===== src/rtl/predelay_commutator.sv =====
`timescale 1ns / 1ps
`default_nettype none
// ============================================================================
// Module   : predelay_commutator
// Purpose  : Front half of an R2MDC inter-stage switch. The lower butterfly
//            output is delayed by DELAY_CYCLES accepted samples. That delayed
//            value and the undelayed upper output are then steered onto two
//            lanes. The routing flips every DELAY_CYCLES accepted samples.
// Ports    : CLK, RST (async, active-high)
//            in_valid                 - bf_out* pair present this cycle
//            bf_out0_re/_im           - upper butterfly output
//            bf_out1_re/_im           - lower butterfly output
//            cm_out0_re/_im, _valid   - commutator lane 0
//            cm_out1_re/_im, _valid   - commutator lane 1
//            cm_cross                 - routing used for current outputs
// Revision : 1.0 - initial release
// ============================================================================
module predelay_commutator #(
    parameter int DELAY_CYCLES = 16,
    parameter int DATA_W       = 16
) (
    input  logic              CLK,
    input  logic              RST,
    input  logic              in_valid,
    input  logic [DATA_W-1:0] bf_out0_re,
    input  logic [DATA_W-1:0] bf_out0_im,
    input  logic [DATA_W-1:0] bf_out1_re,
    input  logic [DATA_W-1:0] bf_out1_im,
    output logic [DATA_W-1:0] cm_out0_re,
    output logic [DATA_W-1:0] cm_out0_im,
    output logic [DATA_W-1:0] cm_out1_re,
    output logic [DATA_W-1:0] cm_out1_im,
    output logic              cm_out0_valid,
    output logic              cm_out1_valid,
    output logic              cm_cross
);

    localparam int CNT_W = (DELAY_CYCLES > 1) ? $clog2(DELAY_CYCLES) : 1;
    localparam logic [CNT_W-1:0] C_LAST = CNT_W'(DELAY_CYCLES - 1);

    // The sample counter doubles as the delay-line write pointer: both
    // advance once per accepted sample and wrap at DELAY_CYCLES-1.
    logic [CNT_W-1:0]    r_cnt;
    logic                r_cross;
    logic                r_primed;

    logic [2*DATA_W-1:0] w_upper;
    logic [2*DATA_W-1:0] w_lower;
    logic [2*DATA_W-1:0] w_delayed;
    logic                w_wrap;

    assign w_upper = {bf_out0_re, bf_out0_im};
    assign w_lower = {bf_out1_re, bf_out1_im};
    assign w_wrap  = (r_cnt == C_LAST);

    // ------------------------------------------------------------------
    // Delay line. Contents are never reset; r_primed marks them usable.
    // The entry under the pointer is read before being overwritten, which
    // yields exactly the lower sample from DELAY_CYCLES acceptances ago.
    // ------------------------------------------------------------------
    generate
        if (DELAY_CYCLES == 1) begin : g_depth_one
            logic [2*DATA_W-1:0] r_hold;

            always_ff @(posedge CLK) begin
                if (in_valid && !RST) begin
                    r_hold <= w_lower;
                end
            end

            assign w_delayed = r_hold;
        end else begin : g_depth_n
            logic [2*DATA_W-1:0] r_mem [DELAY_CYCLES];

            always_ff @(posedge CLK) begin
                if (in_valid && !RST) begin
                    r_mem[r_cnt] <= w_lower;
                end
            end

            assign w_delayed = r_mem[r_cnt];
        end
    endgenerate

    // ------------------------------------------------------------------
    // Control and registered outputs. Routing and the delayed-lane valid
    // use the switch/primed state as it stood before this edge.
    // ------------------------------------------------------------------
    always_ff @(posedge CLK or posedge RST) begin
        if (RST) begin
            r_cnt         <= '0;
            r_cross       <= 1'b0;
            r_primed      <= 1'b0;
            cm_out0_re    <= '0;
            cm_out0_im    <= '0;
            cm_out1_re    <= '0;
            cm_out1_im    <= '0;
            cm_out0_valid <= 1'b0;
            cm_out1_valid <= 1'b0;
            cm_cross      <= 1'b0;
        end else if (in_valid) begin
            if (w_wrap) begin
                r_cnt    <= '0;
                r_cross  <= ~r_cross;
                r_primed <= 1'b1;
            end else begin
                r_cnt <= r_cnt + 1'b1;
            end

            if (!r_cross) begin
                {cm_out0_re, cm_out0_im} <= w_upper;
                {cm_out1_re, cm_out1_im} <= w_delayed;
                cm_out0_valid            <= 1'b1;
                cm_out1_valid            <= r_primed;
            end else begin
                {cm_out0_re, cm_out0_im} <= w_delayed;
                {cm_out1_re, cm_out1_im} <= w_upper;
                cm_out0_valid            <= r_primed;
                cm_out1_valid            <= 1'b1;
            end
            cm_cross <= r_cross;
        end else begin
            // Idle cycle: data and cm_cross hold, only the valids drop.
            cm_out0_valid <= 1'b0;
            cm_out1_valid <= 1'b0;
        end
    end

endmodule
`default_nettype wire


===== config.mk =====
export PLATFORM = sky130hd
export DESIGN_NAME = predelay_commutator
export DESIGN_NICKNAME = d
export VERILOG_FILES = /design/src/rtl/predelay_commutator.sv
export SDC_FILE = /design/constraint.sdc
export NUM_CORES = 1
export LEC_CHECK = 0
export BUFFER_PORTS_ARGS = -buffer_cell sky130_fd_sc_hd__buf_2
export CORE_ASPECT_RATIO = 0.9
export CORE_MARGIN = 3
export CORE_UTILIZATION = 63
export CTS_BUF_LIST = sky130_fd_sc_hd__clkbuf_8
export CTS_CLUSTER_DIAMETER = 40
export DETAILED_ROUTE_END_ITERATION = 10
export PLACE_DENSITY = 0.82
export SLEW_MARGIN = 20
export SYNTH_ARGS = -nofsm -noshare
export SYNTH_HDL_FRONTEND = slang
export SYNTH_SLANG_ARGS = --single-unit

===== constraint.sdc =====
create_clock -name CLK -period 4.7 [get_ports CLK]
set_input_delay 0.705 -clock CLK [delete_from_list [all_inputs] [get_ports CLK]]
set_output_delay 0.705 -clock CLK [all_outputs]
set_load 0.02 [all_outputs]

[After elaboration in Yosys (flattened, before gate mapping)]
Memory sizes are Yosys's and may differ from the RTL's.
Index checks and enable logic that the tools add are counted.
Word-level totals
  input bits: 67
  latch bits: 0
  bits in registers: 73
  memories: 1
  bits in read-only memories: 0
  RAM bits: 512
Memory list
  g_depth_n.r_mem: words 16, bits a word 32, rd ports 1, clocked after memory_dff 0, wr ports 1, line 73  | logic [2*DATA_W-1:0] r_mem [DELAY_CYCLES];
Cells by class
  eq/ne operators: 1
  shift-type cells: 0
  reduce and logical (&&, ||, !) cells: 3
  multipliers: 0
  add/subtract/negate cells: 1
  magnitude comparators: 0
  div/mod/pow operators: 0
  bitwise gates (word level): 1
  muxes and demuxes: 11
Operator list (count)
  two-way mux 16 bit: 4
  two-way mux 1 bit: 6
  adder 4 x 1 -> 4 bit, second input constant: 1
  equality test 4 bit, second input constant: 1
  two-way mux 4 bit: 1
  AND reduction 2 bit: 1
  logical AND 1 bit: 1
  zero test 1 bit: 1
  inverter 1 bit: 1

[Depth between registers and ports, before layout]
Gate-level depths: netlist of the first run.
  depth in word-level cells: 4
  depth in mapped cells: 7

[Least setup slack after synthesis of the first run]
OpenSTA, ideal clock, no wires.
  kind: input -> register
  from: input port RST
  to: memory g_depth_n.r_mem[3][0] (netlist name) (enable)
  cell stages on the path: 3
  setup slack: -643 ps
  library setup time: 461 ps
  arrival: 4882 ps
  data required time: 4239 ps
  path through: inv_1 -> nand3_1 -> nor3_1
Between the ends
  cells in the longest elaborated chain, start to end: 4
RTL lines
  from (decl): line 23  | input logic RST,
  zero test 1 bit (no source line)
  logical AND 1 bit: line 76  | if (in_valid && !RST) begin
  two-way mux 1 bit: line 76
  two-way mux 1 bit (not written as such): line 77  | r_mem[r_cnt] <= w_lower;
  to (decl): line 73
No other way between the ends.

[Worst setup path in the final report of the first run]
  from: register r_cnt[1]
  to: memory g_depth_n.r_mem[11][31] (netlist name) (enable)
RTL lines
  from (decl): line 43  | logic [CNT_W-1:0] r_cnt;
  from (signal assigned): line 107  | r_cnt <= r_cnt + 1'b1;
No word-level cell before the write port.

==> results of run 1 <==
## final cells by class
class / count / share of cell area
inverter: 5 / 0.0007803
tap: 469 / 0.02287
sequential: 585 / 0.6708
multi-input combinational: 470 / 0.1980
clock inverter: 61 / 0.01473
timing repair buffer: 159 / 0.04087
clock buffer: 97 / 0.05204
## state kept, by name, indices dropped and copies added (netlist names)
name / cells
cm_out1_valid: 1
g_depth_n.r_mem: 512
cm_cross: 1
r_cnt: 4
r_primed: 1
cm_out0_valid: 1
cm_out0_im: 16
r_cross: 1
cm_out1_re: 16
cm_out1_im: 16
cm_out0_re: 16
## metal layers
metal / up-vias / GRT usage / share of wire
li1: 4946 / - / -
met1: 6122 / 0.3973 / 0.39
met3: 112 / 0.05201 / 0.10
met4: 0 / 0.1126 / 0.033
met2: 747 / 0.4180 / 0.48
met5: - / 0 / 0
## cell families after synthesis
family	Yosys count
XOR/XNOR	2
AND/OR/NAND/NOR	135
buffers and inverters	75
flip-flops	585
adder cells (fa/ha/maj)	4
multiplexers	128
AO/OA/AOI/OAI	201
## power by group through the flow
| stage | clock, mW | combinational (mW) | sequential, mW |
|---|---|---|---|
| floorplan | 0 | 2.24 | 6.71 |
| global placement | 0 | 3.44 | 6.55 |
| detailed placement | 0 | 3.56 | 6.57 |
| CTS | 4.07 | 3.58 | 6.48 |
| global route | 4.30 | 3.87 | 6.53 |
| finish | 4.02 | 3.63 | 6.48 |
## worst paths after layout
path | end | from | cells past startpoint
max | g_depth_n.r_mem[11][31]$_DFFE_PP_ | r_cnt[1]$_DFFE_PP0P_ | 4
min | cm_out0_im[5]$_DFFE_PP0P_ | bf_out0_im[5] | 3
max reg2reg | g_depth_n.r_mem[11][31]$_DFFE_PP_ | r_cnt[1]$_DFFE_PP0P_ | 4
min reg2reg | r_primed$_DFFE_PP0P_ | r_primed$_DFFE_PP0P_ | 2
max in group asynchronous | r_cnt[1]$_DFFE_PP0P_ | RST | 3
min in group asynchronous | r_cnt[3]$_DFFE_PP0P_ | RST | 3
## worst max-delay path, stage by stage, from the launching register on
cell and delay, ns:
dfrtp_4 1.00, ha_1 0.40, nand3_1 0.36, nor2_4 0.64, buf_4 0.43
## cell usage after synthesis
cell        n  area share
edfxtp_1  512        0.68
mux4_2    128        0.13
dfrtp_1    73       0.081
nor2b_1    68       0.019
a21oi_1    66       0.015
a22o_1     64       0.025
o21ai_1    64       0.014
clkbuf_1   41      0.0068
nor2_1     33      0.0055
buf_2      17      0.0038
nor2_2     12      0.0033
nand2_1    10      0.0017
buf_6       9      0.0045
inv_1       5     0.00083
o21ai_0     5      0.0011
ha_1        4      0.0022
nor3_1      4     0.00089
nand2b_1    3     0.00083
nand3_1     3     0.00067
and2_1      2     0.00056
buf_1       2     0.00033
xnor2_1     2     0.00078
a21boi_0    1     0.00033
buf_4       1     0.00033
o21a_1      1     0.00033
## through the flow
stage | setup slack [ns] | cell area (µm²) | power, mW | cells
2_1_floorplan | 0.1976 | 22510 | 8.946 | 1130
3_3_place_gp | 1.394 | 23730 | 9.986 | 1679
3_5_place_dp | 1.330 | 23810 | 10.13 | 1683
4_1_cts | 1.457 | 25530 | 14.13 | 1841
5_1_grt | 1.323 | 25660 | 14.70 | 1846
6_report | 1.491 | 25660 | 14.13 | 1846
==> results.md, run 1 <==
* Syn. warnings at 0
* Sequential power share at 0.459
* Core box area at between 0.03 and 0.04 mm²
* Mux cell area share after synthesis at 0.1281
* Minimum clock period at roughly 3.2 ns
* Post-CTS setup buffers at 0
* Main combinational cell family by area after synthesis: multiplexers
* Die X at between 200 and 250 µm
* Die area at roughly 0.038 mm²
* Mapped Area at around 0.023 mm²
* Fillers at ~1.9k
* Crit Path Category: flip-flop to flip-flop
* Max-slew headroom at 0.2551
* Commonest cells after routing, fill and taps aside: edfxtp_1 (512), buf_2 (133), mux4_2 (128), clkbuf_8 (97), dfrtp_1 (71)
* Root buffer cell: clkbuf_8
* Clk pwr share at 0.285
* Sw Ratio at 0.3090
* CTS Hold Bufs at 0
* Post-route ant nets at 0
* Cell-internal power at about 9.8 mW
* Critical Path RT at between 4 and 5 ns
* Vias at roughly 12k
* Setup TNS at 0 ns
* Synth Area in Adders at 0.002224
* Final HPWL DP at 28.21 mm
* Worst skew pair latency at 0.62 ns
* Slew Viols, Final at 0
* Commonest non-fill, non-tap cell in the layout: edfxtp_1
* Routed WL per cell at between 20 and 30 µm
* Initial Util at 0.6406
* CTS max path bufs at 3
* Vias in the first global route at about 12k
* Avg Cell Area, Syn at ~20 µm²
* P_leak at 8.768 nW
* First-pass GRT wire length at approximately 76 mm
* Worst Tran Pin Value at approximately 1.1 ns
* CTS Buf Count at 86
* Logic pwr share at 0.257
* Io pins at between 100 and 150
* Final Hold Slack at approximately 0.32 ns
* Area Overhead vs Synth at 14.00%
* Seq/Total Area, Yosys at 0.7643
* Register Area at 0.01721 mm²
* GPL Wtd Cong at 0.7681
* Power per cell area at approximately 550 mW/mm²
* Max frequency at ~310 MHz
* Post-layout util at 0.7302
* Mapped Nets at around 1.2k
* Compound-Gate Fraction of Synth Area at 0.05560
* # diodes at 0
* Post-Synth XOR/XNOR Area at 0.0007783
* Crit share post-route at 0.6828
* Syn Inst Count at about 1.1k
* Fin. Hold Viols at 0
* Multi-input gate area at about 0.005 mm²
* Worst EP arrival at ~3.5 ns
* R2r setup slk at ~1.5 ns
* Vias/cell at 6.461
* WL final at around 51 mm
* Post-CTS sizing at 0
* PortBufs at roughly 130
* Row cnt at 65
* Simple-gate share of the synthesized area at 0.03236
* Outcome: finished clean
* Seq cells post-synth at 585
* Setup crit end kind: flip-flop
* Cell variety after synth at 25
* Pin count of the biggest net entering global routing at ~110
* Residual DRC count at 0
* CTS tree: yes
* Clock net sink count at just under 600
* Antenna violations before repair at 0
* GR Overflow Total at 0
* Layout Skew at 0.01718 ns
* Die Ht at around 190 µm
* Layout cells sized above 1 at 0.3217
* Worst-path fanout max at 62
* Total track usage at 0.2725
* TritonRoute pass-1 iters at 5
* Peak VDD IR at between 0.4 and 0.5 mV
* Nets at ~1.4k
* Max-cap violations at 0
* Initial DRC count at about 1.3k
* Final Setup Violations at 0
* Min-delay worst type: input port to flip-flop
* Kind of start point of the critical path: flip-flop
* NetSw at ~4.4 mW
* CTS HTree Levels at 3
* RSZ-0062 raised after global routing: false
* Clock-pin slew on the worst setup and hold paths at around 0.07 ns
(Power assumes the default switching activity.)
==> run 2, diff against run 1 <==
--- a/config.mk
+++ b/config.mk
@@ -8,11 +8,11 @@
 export BUFFER_PORTS_ARGS = -buffer_cell sky130_fd_sc_hd__buf_2
 export CORE_ASPECT_RATIO = 0.9
 export CORE_MARGIN = 3
-export CORE_UTILIZATION = 63
+export CORE_UTILIZATION = 57
 export CTS_BUF_LIST = sky130_fd_sc_hd__clkbuf_8
 export CTS_CLUSTER_DIAMETER = 40
 export DETAILED_ROUTE_END_ITERATION = 10
-export PLACE_DENSITY = 0.82
+export PLACE_DENSITY = 0.78
 export SLEW_MARGIN = 20
 export SYNTH_ARGS = -nofsm -noshare
 export SYNTH_HDL_FRONTEND = slang
==> constraint.sdc (replaced) <==
create_clock -name CLK -period 2.7 [get_ports CLK]
set_input_delay 0.405 -clock CLK [delete_from_list [all_inputs] [get_ports CLK]]
set_output_delay 0.405 -clock CLK [all_outputs]
set_load 0.02 [all_outputs]
==> results.md, run 2 (synthesis gave the netlist of run 1 again) <==
* Critical Path RT at around 3.0 ns
* Max frequency at about 420 MHz
* TritonRoute pass-1 iters at 6
* Worst-path fanout max at 37
* RSZ-0062 raised after global routing: false
* CTS tree: yes
* Outcome: finished clean
* Final HPWL DP at roughly 29 mm
* Hold Path Depth at 3
* Minimum clock period at 2.405 ns
* Layout Skew at 0.02612 ns
* HP Start: bf_out0_re[4]
* P_leak at 9.011 nW
* Top sig layer: met4
* Max-slew headroom at 0.3291
* Die X at between 200 and 250 µm
* Kind of cell adding the most delay to the critical path: buffers and inverters
* Layout cells sized above 1 at 0.3282
* PortBufs at between 100 and 150
* Crit share post-route at 0.8908
* Antenna violations before repair at 1
* Post-route insts no fill at about 2.0k
* GPL Wtd Cong at 0.7540
* Vias/cell at around 6.1
* Routed WL per cell at around 25 µm
* CTS Buf Count at 90
* Kind of start point of the critical path: flip-flop
* Io pins at between 100 and 150
* Worst Tran Pin Value at roughly 1 ns
* Initial DRC count at 1,242
* Residual DRC count at 0
* Critical R2R Capture: g_depth_n.r_mem[1][6]$_DFFE_PP_
* Vias in the first global route at between 10k and 15k
* Setup TNS at 0 ns
* Slew Viols, Final at 0
* R2r setup slk at roughly 0.29 ns
* Clock net sink count at 585
* Met2 wire len at 24.19 mm
* Max-cap violations at 0
* Root buffer cell: clkbuf_8
* Setup crit end kind: flip-flop
* CTS HTree Levels at 3
* CTS max path bufs at 3
* Power per cell area at roughly 940 mW/mm²
* CP peak stage delay at around 0.50 ns
* Clock-pin slew on the worst setup and hold paths at 0.06 ns
* Area Overhead vs Synth at 16.13%
* Total track usage at 0.2417
* WL final at between 40 and 50 mm
* Worst EP arrival at around 2.7 ns
* Post-route ant nets at 0
* First-pass GRT wire length at approximately 76 mm
* Peak VDD IR at approximately 0.63 mV
* Commonest cells after routing, fill and taps aside: edfxtp_1 (512), buf_2 (133), mux4_2 (128), clkbuf_8 (101), dfrtp_1 (71)
* GR Overflow Total at 0
* Pin count of the biggest net entering global routing at 81
* Vias at approximately 12k
* Fin. Hold Viols at 0
* Commonest non-fill, non-tap cell in the layout: edfxtp_1
* Min-delay worst type: input port to flip-flop
* Die Ht at ~190 µm
* WL met1 at 19.75 mm
* Pre-CTS setup slack at ~0.19 ns
* Critical-path cell list: buf_4 -> inv_1 -> ha_1 -> nand2_1 -> nor3_4 -> buf_4
* Worst skew pair latency at between 0.6 and 0.7 ns
* CP bufs+invs at 3
* Post-CTS sizing at 0
* Nets at ~1.4k
* Cell mode on critical path: buf_4
* Row cnt at between 60 and 70
* Worst Hold End: cm_out0_re[4]$_DFFE_PP0P_
* Initial Util at 0.5826
* Placed insts at around 1.8k
* Wire length on met3 at around 4.6 mm
* Die area at between 0.04 and 0.05 mm²
* Final Setup Violations at 0
* Crit Path Category: flip-flop to flip-flop
* Final worst setup slack at 0.2948 ns
* Final Hold Slack at roughly 0.041 ns
* Max reg flops at approximately 500
* Slowest cell on crit path: dfrtp_4
* FF-to-FF Start: r_cnt[1]$_DFFE_PP0P_
* Core box area at 0.03863 mm²
* FF-to-FF path depth at 6
* Most flops, register: g_depth_n.r_mem
run 2: changes by cell type in the layout (fill, tap and decap cells not counted), moves of 4 or more:
cell           before  now
clkbuf_8           97  101
buf_12              7   12
clkinv_1            5   10
clkinv_2           13    4
inv_1              37   48
dlygate4sd3_1       0   15
buf_4              14   43
run 2: final cells by class:
type                       count  area, µm²
tap                          525      656.9
clock buffer                 101       1390
fill                        2463      12490
clock inverter                66      307.8
timing repair buffer         205       1434
antenna                        1      2.502
sequential                   585      17210
multi-input combinational    470       5112
inverter                       5      22.52
run 2: metal layers:
layer  global-route usage  vias up
met2               0.3821      622
met5                    0        -
li1                     -     5053
met4              0.07220        0
met3              0.05127       92
met1               0.3483     6185
run 2: how the worst max path moves through the flow:
stage | startpoint | end | slack [ns] | cells past startpoint
floorplan | in_valid | g_depth_n.r_mem[10][0]$_DFFE_PP_ | -0.34 | 5
global placement | in_valid | g_depth_n.r_mem[3][9]$_DFFE_PP_ | 0.27 | 5
detailed placement | in_valid | g_depth_n.r_mem[7][31]$_DFFE_PP_ | 0.19 | 5
CTS | r_cnt[1]$_DFFE_PP0P_ | g_depth_n.r_mem[1][5]$_DFFE_PP_ | 0.29 | 6
global route | r_cnt[1]$_DFFE_PP0P_ | g_depth_n.r_mem[0][6]$_DFFE_PP_ | 0.21 | 6
finish | r_cnt[1]$_DFFE_PP0P_ | g_depth_n.r_mem[1][6]$_DFFE_PP_ | 0.29 | 6
run 2: through the flow:
stage	total power, mW	cell area, µm²	util
after detailed placement	17.87	24230	0.6273
after global routing	25.64	26140	0.6766
after floorplan	15.59	22560	-
after CTS	24.63	26070	0.6749
final	24.57	26140	0.6766
after global placement	17.70	24230	0.6273
run 2: power breakdown:
part / internal, mW / switching [mW] / total (mW) / leakage, nW
clock network: 3.53 / 3.26 / 6.79 / 1.02
registers: 10.7 / 0.327 / 11.0 / 5.51
logic: 2.80 / 3.99 / 6.79 / 2.49
run 2: worst reg2reg max path: cells and delay by family (launching register included):
family	cells	cell delay, ns
adders and majority gates	1	0.16
buffers and inverters	3	0.90
DFF	1	0.50
and+or+nand+nor	2	0.47
run 2: what timing repair did:
item,CTS,global route
buffers inserted,0,0
hold endpoints to repair,17,1
hold buffers,14,1
==> run 3, diff against run 2 <==
--- a/config.mk
+++ b/config.mk
@@ -8,11 +8,10 @@
 export BUFFER_PORTS_ARGS = -buffer_cell sky130_fd_sc_hd__buf_2
 export CORE_ASPECT_RATIO = 0.9
 export CORE_MARGIN = 3
-export CORE_UTILIZATION = 57
+export CORE_UTILIZATION = 42
 export CTS_BUF_LIST = sky130_fd_sc_hd__clkbuf_8
 export CTS_CLUSTER_DIAMETER = 40
 export DETAILED_ROUTE_END_ITERATION = 10
-export PLACE_DENSITY = 0.78
 export SLEW_MARGIN = 20
 export SYNTH_ARGS = -nofsm -noshare
 export SYNTH_HDL_FRONTEND = slang
==> results.md, run 3 (synthesis gave the netlist of run 1 again) <==
* Commonest non-fill, non-tap cell in the layout: edfxtp_1
* Io pins at around 130
* Nets at around 1.5k
* Setup TNS at 0 ns
* CTS tree: yes
* CP peak stage delay at 0.77 ns
* Residual DRC count at 0
* Most flops, register: g_depth_n.r_mem
* FF-to-FF path depth at 5
* Minimum clock period at between 2 and 2.5 ns
* Critical-path cell list: and2_2 -> buf_4 -> a22o_1 -> nor2_2 -> o21ai_1
* Fin. Hold Viols at 0
* Initial Util at 0.4304
* Core box area at around 0.052 mm²
* P_leak at between 9 and 10 nW
* Met2 GRT Util at 0.2988
* Vias/cell at approximately 5.5
* CP startpoint: r_cnt[3]$_DFFE_PP0P_
* Kind of cell adding the most delay to the critical path: simple AND/OR/NAND/NOR gates
* Worst EP arrival at approximately 2.9 ns
* Slew Viols, Final at 0
* Outcome: finished clean
* Max-slew headroom at 0.3580
* Vias in the first global route at between 10k and 15k
* PortBufs at 133
* Critical R2R Capture: cm_out1_re[10]$_DFFE_PP0P_
* CTS HTree Levels at 3
* Layout Skew at 0.04263 ns
* CTS max path bufs at 3
* Peak VDD IR at between 0.5 and 0.6 mV
* Root buffer cell: clkbuf_8
* R2r setup slk at approximately 0.38 ns
* Final HPWL DP at between 30 and 40 mm
* First-pass GRT wire length at between 80 and 90 mm
* CP Capture Point: cm_out1_re[10]$_DFFE_PP0P_
* Power per cell area at approximately 960 mW/mm²
* Met3 usage at 0.05113
* Dpl cell area at around 0.024 mm²
* Fillers at around 4.2k
* Row cnt at 79
* Crit share post-route at 0.8597
* Max-cap violations at 0
* Layout cells sized above 1 at 0.3306
* GR Util met1 at 0.2799
* Worst skew pair latency at around 0.7 ns
* GPL Wtd Cong at about 0.76
* Kind of start point of the critical path: flip-flop
* Commonest cells after routing, fill and taps aside: edfxtp_1 (512), buf_2 (133), mux4_2 (128), clkbuf_8 (100), dfrtp_1 (71)
* Crit Path Category: flip-flop to flip-flop
* Final Setup Violations at 0
* FF-to-FF Start: r_cnt[3]$_DFFE_PP0P_
* Antenna violations before repair at 4
* GR Overflow Total at 0
* TritonRoute pass-1 iters at 4
* Total track usage at 0.1953
* Routed WL per cell at approximately 25 µm
* Post-route ant nets at 0
* Area Overhead vs Synth at 18.31%
* Pin count of the biggest net entering global routing at 74
* Max frequency at about 430 MHz
* Die Ht at between 200 and 250 µm
* Min-delay worst type: input port to flip-flop
* Die X at between 200 and 300 µm
* CP Depth at 5
* Clock-pin slew on the worst setup and hold paths at ~0.060 ns
* CTS Buf Count at 99
* Worst-path fanout max at 23
* Die area at ~0.056 mm²
* Worst Tran Pin Value at a little under 1 ns
* Setup crit end kind: flip-flop
* RSZ-0062 raised after global routing: false
* WL final at between 50 and 60 mm
* Vias at about 12k
* Clock net sink count at between 500 and 600
* Slowest cell on crit path: and2_2
* Critical Path RT at between 3 and 4 ns
* Initial DRC count at approximately 1.1k
* Final instance area at ~0.027 mm²
* CP bufs+invs at 1
* Max reg flops at slightly above 500
* Busiest grt layer: met2
run 3: changes by cell type in the layout (fill, tap and decap cells not counted), sizes merged, moves of 2 or more:
cell,change
inv,-8
dlygate4sd3,+16
bufinv,+3
clkinv,+20
clkinvlp,-2
buf,+10
run 3: stage by stage:
step | instances | setup WS (ns) | total power, mW | hold slack (ns) | utilization
4_1_cts | 2158 | 0.3323 | 25.73 | 0.002732 | 0.5091
3_3_place_gp | 1948 | 0.3660 | 18.36 | 0.4512 | 0.4684
5_1_grt | 2158 | 0.2669 | 26.70 | 0.02396 | 0.5091
2_1_floorplan | 1130 | -0.3362 | 15.59 | 0.4382 | -
6_report | 2160 | 0.3787 | 25.46 | 0.05995 | 0.5092
3_5_place_dp | 1948 | 0.3687 | 18.41 | 0.4708 | 0.4684
run 3: routing by layer:
layer	part of all wire	up-vias
li1	-	5132
met1	0.45	6151
met2	0.46	468
met3	0.074	100
met4	0.019	2
met5	0.00037	-
run 3: cell type report:
cell class                 instances  area (µm²)  share of cell area
sequential                       585       17210              0.6463
clock inverter                    79       445.4             0.01673
clock buffer                     100        1376             0.05169
multi-input combinational        470        5104              0.1917
antenna                            2       5.005           0.0001880
inverter                           5       22.52           0.0008458
timing repair buffer             231        1604             0.06024
tap                              688       860.8             0.03233
run 3: worst reg2reg max path: stages, from the launching register on:
cell and delay, ns:
dfrtp_1 0.65, and2_2 0.77, buf_4 0.32, a22o_1 0.26, nor2_2 0.10, o21ai_1 0.13
run 3: how the worst min path moves through the flow:
| stage | from | end | slack (ns) | cells after the start |
|---|---|---|---|---|
| global route | bf_out0_re[15] | cm_out1_re[15]$_DFFE_PP0P_ | 0.02 | 3 |
| finish | bf_out0_re[15] | cm_out1_re[15]$_DFFE_PP0P_ | 0.06 | 3 |
| detailed placement | r_primed$_DFFE_PP0P_ | cm_out1_valid$_DFF_PP0_ | 0.47 | 1 |
| global placement | r_primed$_DFFE_PP0P_ | r_primed$_DFFE_PP0P_ | 0.45 | 2 |
| floorplan | r_primed$_DFFE_PP0P_ | r_primed$_DFFE_PP0P_ | 0.44 | 2 |
| CTS | bf_out0_re[15] | cm_out1_re[15]$_DFFE_PP0P_ | 0.003 | 3 |
run 3: where the power goes:
group / internal, mW / switching, mW
Clock: 3.83 / 3.43
Combinational: 2.89 / 4.20
Sequential: 10.7 / 0.437
run 3: what timing repair did:
action / 4_1_cts / 5_1_grt
buffers inserted: 0 / 0
resized for setup: 0 / 0
endpoints found under the hold margin: 61 / 0
endpoints found under the setup margin: 0 / 0
hold buffers: 31 / 0
